**src/rtl/alu_pkg.sv**
```systemverilog
// +-------------------------------------------------------------------+
// | alu_pkg: shared ALUop, opcode and FSM encodings for the EX stage  |
// | Rev 1.0                                                           |
// +-------------------------------------------------------------------+
`default_nettype none

package alu_pkg;

  localparam logic [3:0] ALU_AND  = 4'd0;
  localparam logic [3:0] ALU_OR   = 4'd1;
  localparam logic [3:0] ALU_ADD  = 4'd2;
  localparam logic [3:0] ALU_XOR  = 4'd3;
  localparam logic [3:0] ALU_SLL  = 4'd4;
  localparam logic [3:0] ALU_SRL  = 4'd5;
  localparam logic [3:0] ALU_SUB  = 4'd6;
  localparam logic [3:0] ALU_SLTU = 4'd7;
  localparam logic [3:0] ALU_SLT  = 4'd8;
  localparam logic [3:0] ALU_SRA  = 4'd9;

  localparam logic [6:0] OPC_OP     = 7'b0110011;
  localparam logic [6:0] OPC_OPIMM  = 7'b0010011;
  localparam logic [6:0] OPC_LUI    = 7'b0110111;
  localparam logic [6:0] OPC_AUIPC  = 7'b0010111;
  localparam logic [6:0] OPC_BRANCH = 7'b1100011;

  typedef enum logic [1:0] {
    ST_IDLE  = 2'd0,
    ST_ISSUE = 2'd1,
    ST_DONE  = 2'd2
  } state_e;

  typedef enum logic [1:0] {
    ASEL_RS1  = 2'd0,
    ASEL_ZERO = 2'd1,
    ASEL_PC   = 2'd2
  } asel_e;

  // alt picks SUB over ADD and SRA over SRL; callers decide when it applies.
  function automatic logic [3:0] f3_to_aluop(input logic [2:0] funct3, input logic alt);
    logic [3:0] op;
    case (funct3)
      3'b000:  op = alt ? ALU_SUB : ALU_ADD;
      3'b001:  op = ALU_SLL;
      3'b010:  op = ALU_SLT;
      3'b011:  op = ALU_SLTU;
      3'b100:  op = ALU_XOR;
      3'b101:  op = alt ? ALU_SRA : ALU_SRL;
      3'b110:  op = ALU_OR;
      default: op = ALU_AND;
    endcase
    return op;
  endfunction

endpackage

`default_nettype wire

```
**src/rtl/alu_op_decode.sv**
```systemverilog
// +-------------------------------------------------------------------+
// | alu_op_decode: opcode/funct -> ALUop, operand selects, illegal    |
// | Rev 1.0                                                           |
// +-------------------------------------------------------------------+
`default_nettype none

module alu_op_decode
  import alu_pkg::*;
(
  input  logic [6:0] opcode_i,
  input  logic [2:0] funct3_i,
  input  logic       funct7b5_i,
  output logic [3:0] alu_op_o,
  output asel_e      a_sel_o,
  output logic       b_imm_o,
  output logic       shift_o,
  output logic       branch_o,
  output logic       br_inv_o,
  output logic       illegal_o
);

  always_comb begin
    alu_op_o  = ALU_ADD;
    a_sel_o   = ASEL_RS1;
    b_imm_o   = 1'b0;
    shift_o   = 1'b0;
    branch_o  = 1'b0;
    br_inv_o  = 1'b0;
    illegal_o = 1'b0;
    case (opcode_i)
      OPC_OP: begin
        alu_op_o  = f3_to_aluop(funct3_i, funct7b5_i);
        shift_o   = (funct3_i[1:0] == 2'b01);
        illegal_o = funct7b5_i && (funct3_i != 3'b000) && (funct3_i != 3'b101);
      end
      OPC_OPIMM: begin
        b_imm_o   = 1'b1;
        alu_op_o  = f3_to_aluop(funct3_i, funct7b5_i && (funct3_i == 3'b101));
        shift_o   = (funct3_i[1:0] == 2'b01);
        illegal_o = funct7b5_i && (funct3_i == 3'b001);
      end
      OPC_LUI: begin
        a_sel_o = ASEL_ZERO;
        b_imm_o = 1'b1;
      end
      OPC_AUIPC: begin
        a_sel_o = ASEL_PC;
        b_imm_o = 1'b1;
      end
      OPC_BRANCH: begin
        branch_o = 1'b1;
        // taken = zero ^ br_inv: equality tests zero directly, less-than tests !zero
        case (funct3_i[2:1])
          2'b00: begin
            alu_op_o = ALU_SUB;
            br_inv_o = funct3_i[0];
          end
          2'b10: begin
            alu_op_o = ALU_SLT;
            br_inv_o = ~funct3_i[0];
          end
          2'b11: begin
            alu_op_o = ALU_SLTU;
            br_inv_o = ~funct3_i[0];
          end
          default: illegal_o = 1'b1;
        endcase
      end
      default: illegal_o = 1'b1;
    endcase
  end

endmodule

`default_nettype wire

```
**src/rtl/alu_exec_ctrl.sv**
```systemverilog
// +-------------------------------------------------------------------+
// | alu_exec_ctrl: EX-stage issue FSM driving an external comb. ALU   |
// | Rev 1.0                                                           |
// +-------------------------------------------------------------------+
`default_nettype none

module alu_exec_ctrl
  import alu_pkg::*;
#(
  parameter int XLEN    = 32,
  parameter int SHAMT_W = 5
) (
  input  logic            clk,
  input  logic            reset,
  input  logic            in_valid,
  output logic            in_ready,
  input  logic [6:0]      opcode,
  input  logic [2:0]      funct3,
  input  logic            funct7b5,
  input  logic [XLEN-1:0] rs1_val,
  input  logic [XLEN-1:0] rs2_val,
  input  logic [XLEN-1:0] imm,
  input  logic [XLEN-1:0] pc,
  output logic [3:0]      alu_op,
  output logic [XLEN-1:0] alu_a,
  output logic [XLEN-1:0] alu_b,
  input  logic [XLEN-1:0] alu_out,
  input  logic            alu_zero,
  output logic            out_valid,
  input  logic            out_ready,
  output logic [XLEN-1:0] result,
  output logic            branch_taken,
  output logic            illegal
);

  state_e            state_q, state_d;
  logic [3:0]        op_q, op_d;
  logic [XLEN-1:0]   a_q, a_d, b_q, b_d, result_q, result_d;
  logic              branch_q, branch_d, inv_q, inv_d;
  logic              taken_q, taken_d, illegal_q, illegal_d;

  logic [3:0]        dec_op;
  asel_e             dec_a_sel;
  logic              dec_b_imm, dec_shift, dec_branch, dec_inv, dec_illegal;
  logic [XLEN-1:0]   b_src;

  alu_op_decode u_decode (
    .opcode_i   (opcode),
    .funct3_i   (funct3),
    .funct7b5_i (funct7b5),
    .alu_op_o   (dec_op),
    .a_sel_o    (dec_a_sel),
    .b_imm_o    (dec_b_imm),
    .shift_o    (dec_shift),
    .branch_o   (dec_branch),
    .br_inv_o   (dec_inv),
    .illegal_o  (dec_illegal)
  );

  assign b_src = dec_b_imm ? imm : rs2_val;

  always_comb begin
    state_d   = state_q;
    op_d      = op_q;
    a_d       = a_q;
    b_d       = b_q;
    branch_d  = branch_q;
    inv_d     = inv_q;
    result_d  = result_q;
    taken_d   = taken_q;
    illegal_d = illegal_q;
    case (state_q)
      ST_IDLE: begin
        if (in_valid) begin
          op_d     = dec_op;
          branch_d = dec_branch;
          inv_d    = dec_inv;
          case (dec_a_sel)
            ASEL_ZERO: a_d = '0;
            ASEL_PC:   a_d = pc;
            default:   a_d = rs1_val;
          endcase
          // Shift amounts wrap modulo 2**SHAMT_W, so the ALU only ever sees the low bits.
          b_d = dec_shift ? {{(XLEN-SHAMT_W){1'b0}}, b_src[SHAMT_W-1:0]} : b_src;
          if (dec_illegal) begin
            result_d  = '0;
            taken_d   = 1'b0;
            illegal_d = 1'b1;
            state_d   = ST_DONE;
          end else begin
            illegal_d = 1'b0;
            state_d   = ST_ISSUE;
          end
        end
      end
      ST_ISSUE: begin
        result_d = branch_q ? '0 : alu_out;
        taken_d  = branch_q & (alu_zero ^ inv_q);
        state_d  = ST_DONE;
      end
      ST_DONE: begin
        if (out_ready) state_d = ST_IDLE;
      end
      default: state_d = ST_IDLE;
    endcase
  end

  always_ff @(posedge clk) begin
    if (reset) begin
      state_q   <= ST_IDLE;
      op_q      <= '0;
      a_q       <= '0;
      b_q       <= '0;
      branch_q  <= 1'b0;
      inv_q     <= 1'b0;
      result_q  <= '0;
      taken_q   <= 1'b0;
      illegal_q <= 1'b0;
    end else begin
      state_q   <= state_d;
      op_q      <= op_d;
      a_q       <= a_d;
      b_q       <= b_d;
      branch_q  <= branch_d;
      inv_q     <= inv_d;
      result_q  <= result_d;
      taken_q   <= taken_d;
      illegal_q <= illegal_d;
    end
  end

  assign in_ready     = (state_q == ST_IDLE);
  assign out_valid    = (state_q == ST_DONE);
  assign alu_op       = (state_q == ST_ISSUE) ? op_q : '0;
  assign alu_a        = (state_q == ST_ISSUE) ? a_q  : '0;
  assign alu_b        = (state_q == ST_ISSUE) ? b_q  : '0;
  assign result       = result_q;
  assign branch_taken = taken_q;
  assign illegal      = illegal_q;

endmodule

`default_nettype wire

```
**config.mk**
```make
export PLATFORM = sky130hd
export DESIGN_NAME = alu_exec_ctrl
export DESIGN_NICKNAME = d
export VERILOG_FILES = /design/src/rtl/alu_pkg.sv /design/src/rtl/alu_op_decode.sv /design/src/rtl/alu_exec_ctrl.sv
export SDC_FILE = /design/constraint.sdc
export NUM_CORES = 1
export LEC_CHECK = 0
export CORE_MARGIN = 2
export CORE_UTILIZATION = 39
export DETAILED_ROUTE_END_ITERATION = 16
export GPL_TIMING_DRIVEN = 1
export PLACE_DENSITY = 0.87
export SLEW_MARGIN = 10
export SYNTH_ARGS = -nofsm -noshare
export SYNTH_HDL_FRONTEND = slang
export SYNTH_SLANG_ARGS = --single-unit
```
**constraint.sdc**
```tcl
create_clock -name clk -period 3.2 [get_ports clk]
set_input_delay 0.64 -clock clk [delete_from_list [all_inputs] [get_ports clk]]
set_output_delay 0.64 -clock clk [all_outputs]
set_load 0.01 [all_outputs]
```
# Word-level counts from Yosys, hierarchy flattened
# Index checks and enable logic that the tools add are counted.
# word_totals
reg_bits,106
# op_classes
n_eq_ne,22
mux,34
n_reduce_logical,17
n_bitwise,3
# ops
op,n
two-way mux 32 bit,7
case mux 32 bit (2 select lines),2
case mux 4 bit (7 select lines),2
case mux 4 bit (3 select lines),2
"== test 7 x 5 -> 1 bit, second input constant",2
"== test 7 x 6 -> 1 bit, second input constant",2
two-way mux 4 bit,3
"== test 3 bit, second input constant",3
"== test 2 bit, second input constant",4
two-way mux 1 bit,8
"== test 7 bit, second input constant",1
"== test 2 x 1 -> 1 bit, second input constant",3
"== test 3 x 2 -> 1 bit, second input constant",2
two-way mux 2 bit,3
two-way mux 3 bit,2
case mux 2 bit (3 select lines),1
OR reduction 2 bit,3
OR reduction 3 bit,2
logical AND 1 bit,4
zero test 2 bit,2
"!= test 2 x 1 -> 1 bit, second input constant",2
case mux 1 bit (2 select lines),2
case mux 1 bit (4 select lines),1
case mux 2 bit (2 select lines),1
other kinds (11),12

# Longest topological paths before layout
# logic_depth
depth_word,7
depth_mapped,11

# Cells and area by module
# From an unflattened synthesis, not the netlist that was laid out.
# unflattened
cells_unflattened,544
hier_area_um2,5082.4
# modules_own_cells
mod,area_per_inst_um2,cells_each,seq_area_each_um2,n_inst
alu_exec_ctrl,4749.6,492,2122.0,1
alu_op_decode,332.8,52,0.0,1

# Least setup slack after synthesis
# No wires, ideal clock.
# synth_path
kind,input -> register
startpoint,input opcode[6]
endpoint,register a_q[10]
t_required_ns,3.068
stages,10
slack_ns,0.704
setup_ns,0.132
arrival_ns,2.364
path_cell_list,nand2b_4 nor3_4 nand2_1 or2_2 ha_1 and2_1 clkbuf_1 clkbuf_1 a221oi_1 nor3_1
# synth_via
elab_chain_cells,4
elab_cells_between_ends,6
classes_between,eq/ne: 4; mux: 2
# synth_lines
item,line_no,rtl
"start, declared",alu_exec_ctrl.sv:17,"input logic [6:0] opcode,"
== test 7 x 5 -> 1 bit or == test 7 x 6 -> 1 bit (tied branches),alu_op_decode.sv:30,case (opcode_i)
case mux 2 bit (2 select lines) (*),alu_op_decode.sv:30,
== test 2 bit or == test 2 x 1 -> 1 bit (tied branches),alu_exec_ctrl.sv:78,case (dec_a_sel)
case mux 32 bit (2 select lines) (*),alu_exec_ctrl.sv:78,
"end signal, assigned",alu_exec_ctrl.sv:112,a_q <= '0;
"end signal, assigned",alu_exec_ctrl.sv:122,a_q <= a_d;
"end, declared",alu_exec_ctrl.sv:38,"logic [XLEN-1:0] a_q, a_d, b_q, b_d, result_q, result_d;"
# Every way passes the cells marked *; elsewhere a longest branch is shown, timed or not.
# A chain may end at the register's enable or synchronous reset.

# Worst setup path after layout
# layout_path
startpoint,register state_q[0]
endpoint,output alu_op[3]
# layout_via
elab_chain_cells,2
# layout_lines
item,line_no,rtl
"start, declared",alu_exec_ctrl.sv:36,"state_e state_q, state_d;"
"start signal, assigned",alu_exec_ctrl.sv:120,state_q <= state_d;
== test 2 x 1 -> 1 bit,alu_exec_ctrl.sv:134,assign alu_op = (state_q == ST_ISSUE) ? op_q : '0;
two-way mux 4 bit,alu_exec_ctrl.sv:134,
"end, declared",alu_exec_ctrl.sv:24,"output logic [3:0] alu_op,"
# No other way between the ends.

==> reports/results.ini <==
[outcome]
outcome=finished, final reports clean

[setup_path]
criticalPathCategory=reg2out
timing.critical_path.from_type=register
worst_path_largest_cell_delay_ns=0.57
critPathRequiredTime_ns=2.56
path_cells=nor2b_4 > buf_4 > and2_1 > clkdlybuf4s50_1
cp_data_arrival_time_ns=2.26
worst-path-max-fanout=19
critical_path.slowest_cell=clkdlybuf4s50_1
critical_path.endpoint_type=primary output

[sta]
setup_total_negative_slack_ns=0
maxSlewViolCount=0
unrepaired_setup_endpoints_after_global_routing=no
max-slew-margin-rel_pct=29.9
number_of_failing_setup_endpoints_in_the_final_timing_report=0
final_clock_skew_ns=0.00534
timing.final.hold_violations=0
timing.final.ws_setup_ns=0.302
final_period_demand_of_the_worst_path_ns=2.90
timing.final.crit_share_pct=90.6
maxClockFrequency_mhz=345
worstMarginPinSlew_ns=1.05

[yosys]
yosysSeqAreaShare_pct=41.3
synth.top_cell.area_share_pct=41.3
synth_ff_type=dfxtp_1
yosys.area.top_type=dfxtp_1
post_syn_area_mm2=0.00514
ffs_w_async_s_r_synth_pct=0
number_of_synthesized_flops_with_an_enable_pin=0
synth_top_cells_by_area=dfxtp_1, and2_1, mux2i_1, a22o_1, a221oi_1
synthesis.area_per_instance_um2=8.97
synth_cell_types=45
syn_nets=757
syn-instance-count=573
synth-warning-count=0
synth-seq-cells=106

[floorplanning]
die_x_um=119
top_level_ports=280
chipHeight_um=119
initial_core_util_pct=40.4
die_area_mm2=0.0141
floorplan.core_area_mm2=0.0127
rows=41

[job]
drv.max_cap_violation_count=0

[global_routing]
busiest_layer=met2
globalRouteMet1Util_pct=26.2
via_count_of_the_first_global_routing_pass=4981
groute.layer.met2.usage_pct=39.4
largest_net_degree_at_the_start_of_global_routing=50
grtUsageTotal_pct=22.7
grt_pass1_wl_um=25600
total_congestion_overflow=0
antenna_found_initial=0
globalRouteMet3Util_pct=6.32

[detailed_routing]
number_of_antenna_violating_nets_in_the_routed_design=0
tritonroute_pass_1_iters=4
via_count=5160
avgRoutedWirePerCell_um=16.3
via_per_inst=5.14
wl_um=16400
drc=0
detailedRoute.firstIterationViolations=332

[cells_and_area]
layout.filler_cells=1049
area_growth_syn_to_layout_pct=63.0
most-common-layout-cells=clkdlybuf4s50_1, dfxtp_1, and2_1, nor2_1, nand2_1
antenna_cells=0
layout_commonest_cell=clkdlybuf4s50_1
final_layout_size_suffix_gt1_share_pct=5.17
finish.net_count=1012
final_util_pct=65.9

[worst_hold_path]
holdCritPathClass=reg2reg

[clocking]
cts.hold.buffers_added=0
worst_setup_hold_path_clk_slew_ns=0.07
clkLatencyLatePin_ns=0.35
post_cts_resize_count=0
number_of_sinks_driven_by_the_clock_tree=106
htree_num_levels=3
cts.repair_timing.setup_buffer_count=0
cts-root-buf=clkbuf_16
tritoncts=done
clock_tree.buffer_depth=2
number_of_cts_inserted_buffers=9

[pwr]
peakVddDrop_mv=0.209
leakagePower_nw=3.34
power_per_cell_area_mw_per_mm2=358

[placement]
io_buffer_count=279
gp_routability_congestion=0.866
detailed_place_hpwl_um=12200
place_worst_setup_slack_ns=0.170

## registers in the layout, summed over array words and instances (netlist names)
register,flops
b_q,32
op_q,4
branch_taken,1
inv_q,1
illegal,1
state_q,2
a_q,32
branch_q,1
result,32
## power by group
part | internal (mW) | total [mW] | switching [mW]
clock network | 0.626 | 1.12 | 0.491
logic | 0.281 | 0.464 | 0.183
registers | 1.39 | 1.42 | 0.0311
total | 2.30 | 3.00 | 0.705
## metrics by stage
step	instance area, um2	instances	power (mW)	hold WS [ns]
3_5_place_dp	8090	989	1.91	0.433
2_1_floorplan	5140	573	1.63	0.417
6_report	8380	1004	3.00	0.445
4_1_cts	8380	1004	3.03	0.450
3_3_place_gp	8090	989	1.90	0.425
5_1_grt	8380	1004	3.14	0.475
## area by class of cell
type                    instances  area [um2]  area share, %
clock buffers                  11         243           2.90
clock inverters                 4        51.3          0.612
inverters                       6        22.5          0.269
multi-input cells             412        2780           33.2
flip-flops and latches        106        2120           25.3
well taps                     172         215           2.57
repair buffers                293        2940           35.1
## cell usage after synthesis (2+ instances only)
| cell | instances |
|---|---|
| ha_1 | 8 |
| nor3_1 | 32 |
| nor2b_1 | 6 |
| buf_4 | 2 |
| a211oi_1 | 7 |
| inv_1 | 6 |
| a21oi_1 | 5 |
| a22o_1 | 33 |
| and2_1 | 70 |
| clkbuf_1 | 35 |
| nor2_1 | 48 |
| nand3_1 | 5 |
| nor3b_1 | 2 |
| dfxtp_1 | 106 |
| mux2i_1 | 32 |
| o21ai_0 | 33 |
| a31oi_1 | 2 |
| and3b_1 | 2 |
| nand2_1 | 38 |
| buf_6 | 4 |
| nor2_2 | 2 |
| a21o_1 | 33 |
| buf_2 | 8 |
| a221oi_1 | 32 |
| a22oi_1 | 2 |
## logic make-up (layout without fill, tap and decap cells)
kind of cell / count (synthesis) / after routing / synth area share [%]
xor+xnor: 1 / 1 / 0.170
fa+ha+maj: 8 / 8 / 1.95
flops: 106 / 106 / 41.3
simple gates: 215 / 215 / 22.3
buf+inv: 55 / 314 / 4.94
mux: 32 / 32 / 6.23
compound gates: 156 / 156 / 23.1
## critical path: cells and delay by family (launching register included)
kind	cells	cell delay [ns]
buf+inv	2	0.86
flops	1	0.46
simple gates	2	0.58
## layer usage
layer | part of all wire (%) | vias up
li1 | - | 2557
met1 | 41 | 2370
met2 | 50 | 203
met3 | 6.6 | 30
met4 | 2.7 | 0
met5 | 0 | -
## worst paths after layout
check	from	depth (start not counted)	to	slack, ns
min reg2reg	b_q[15]	2	b_q[15]	0.44
max reg2reg	state_q[0]	6	result[18]	1.17
max	state_q[0]	4	alu_op[3]	0.30
min	b_q[15]	2	b_q[15]	0.44
No activity file was read; power rests on OpenSTA's default activity.
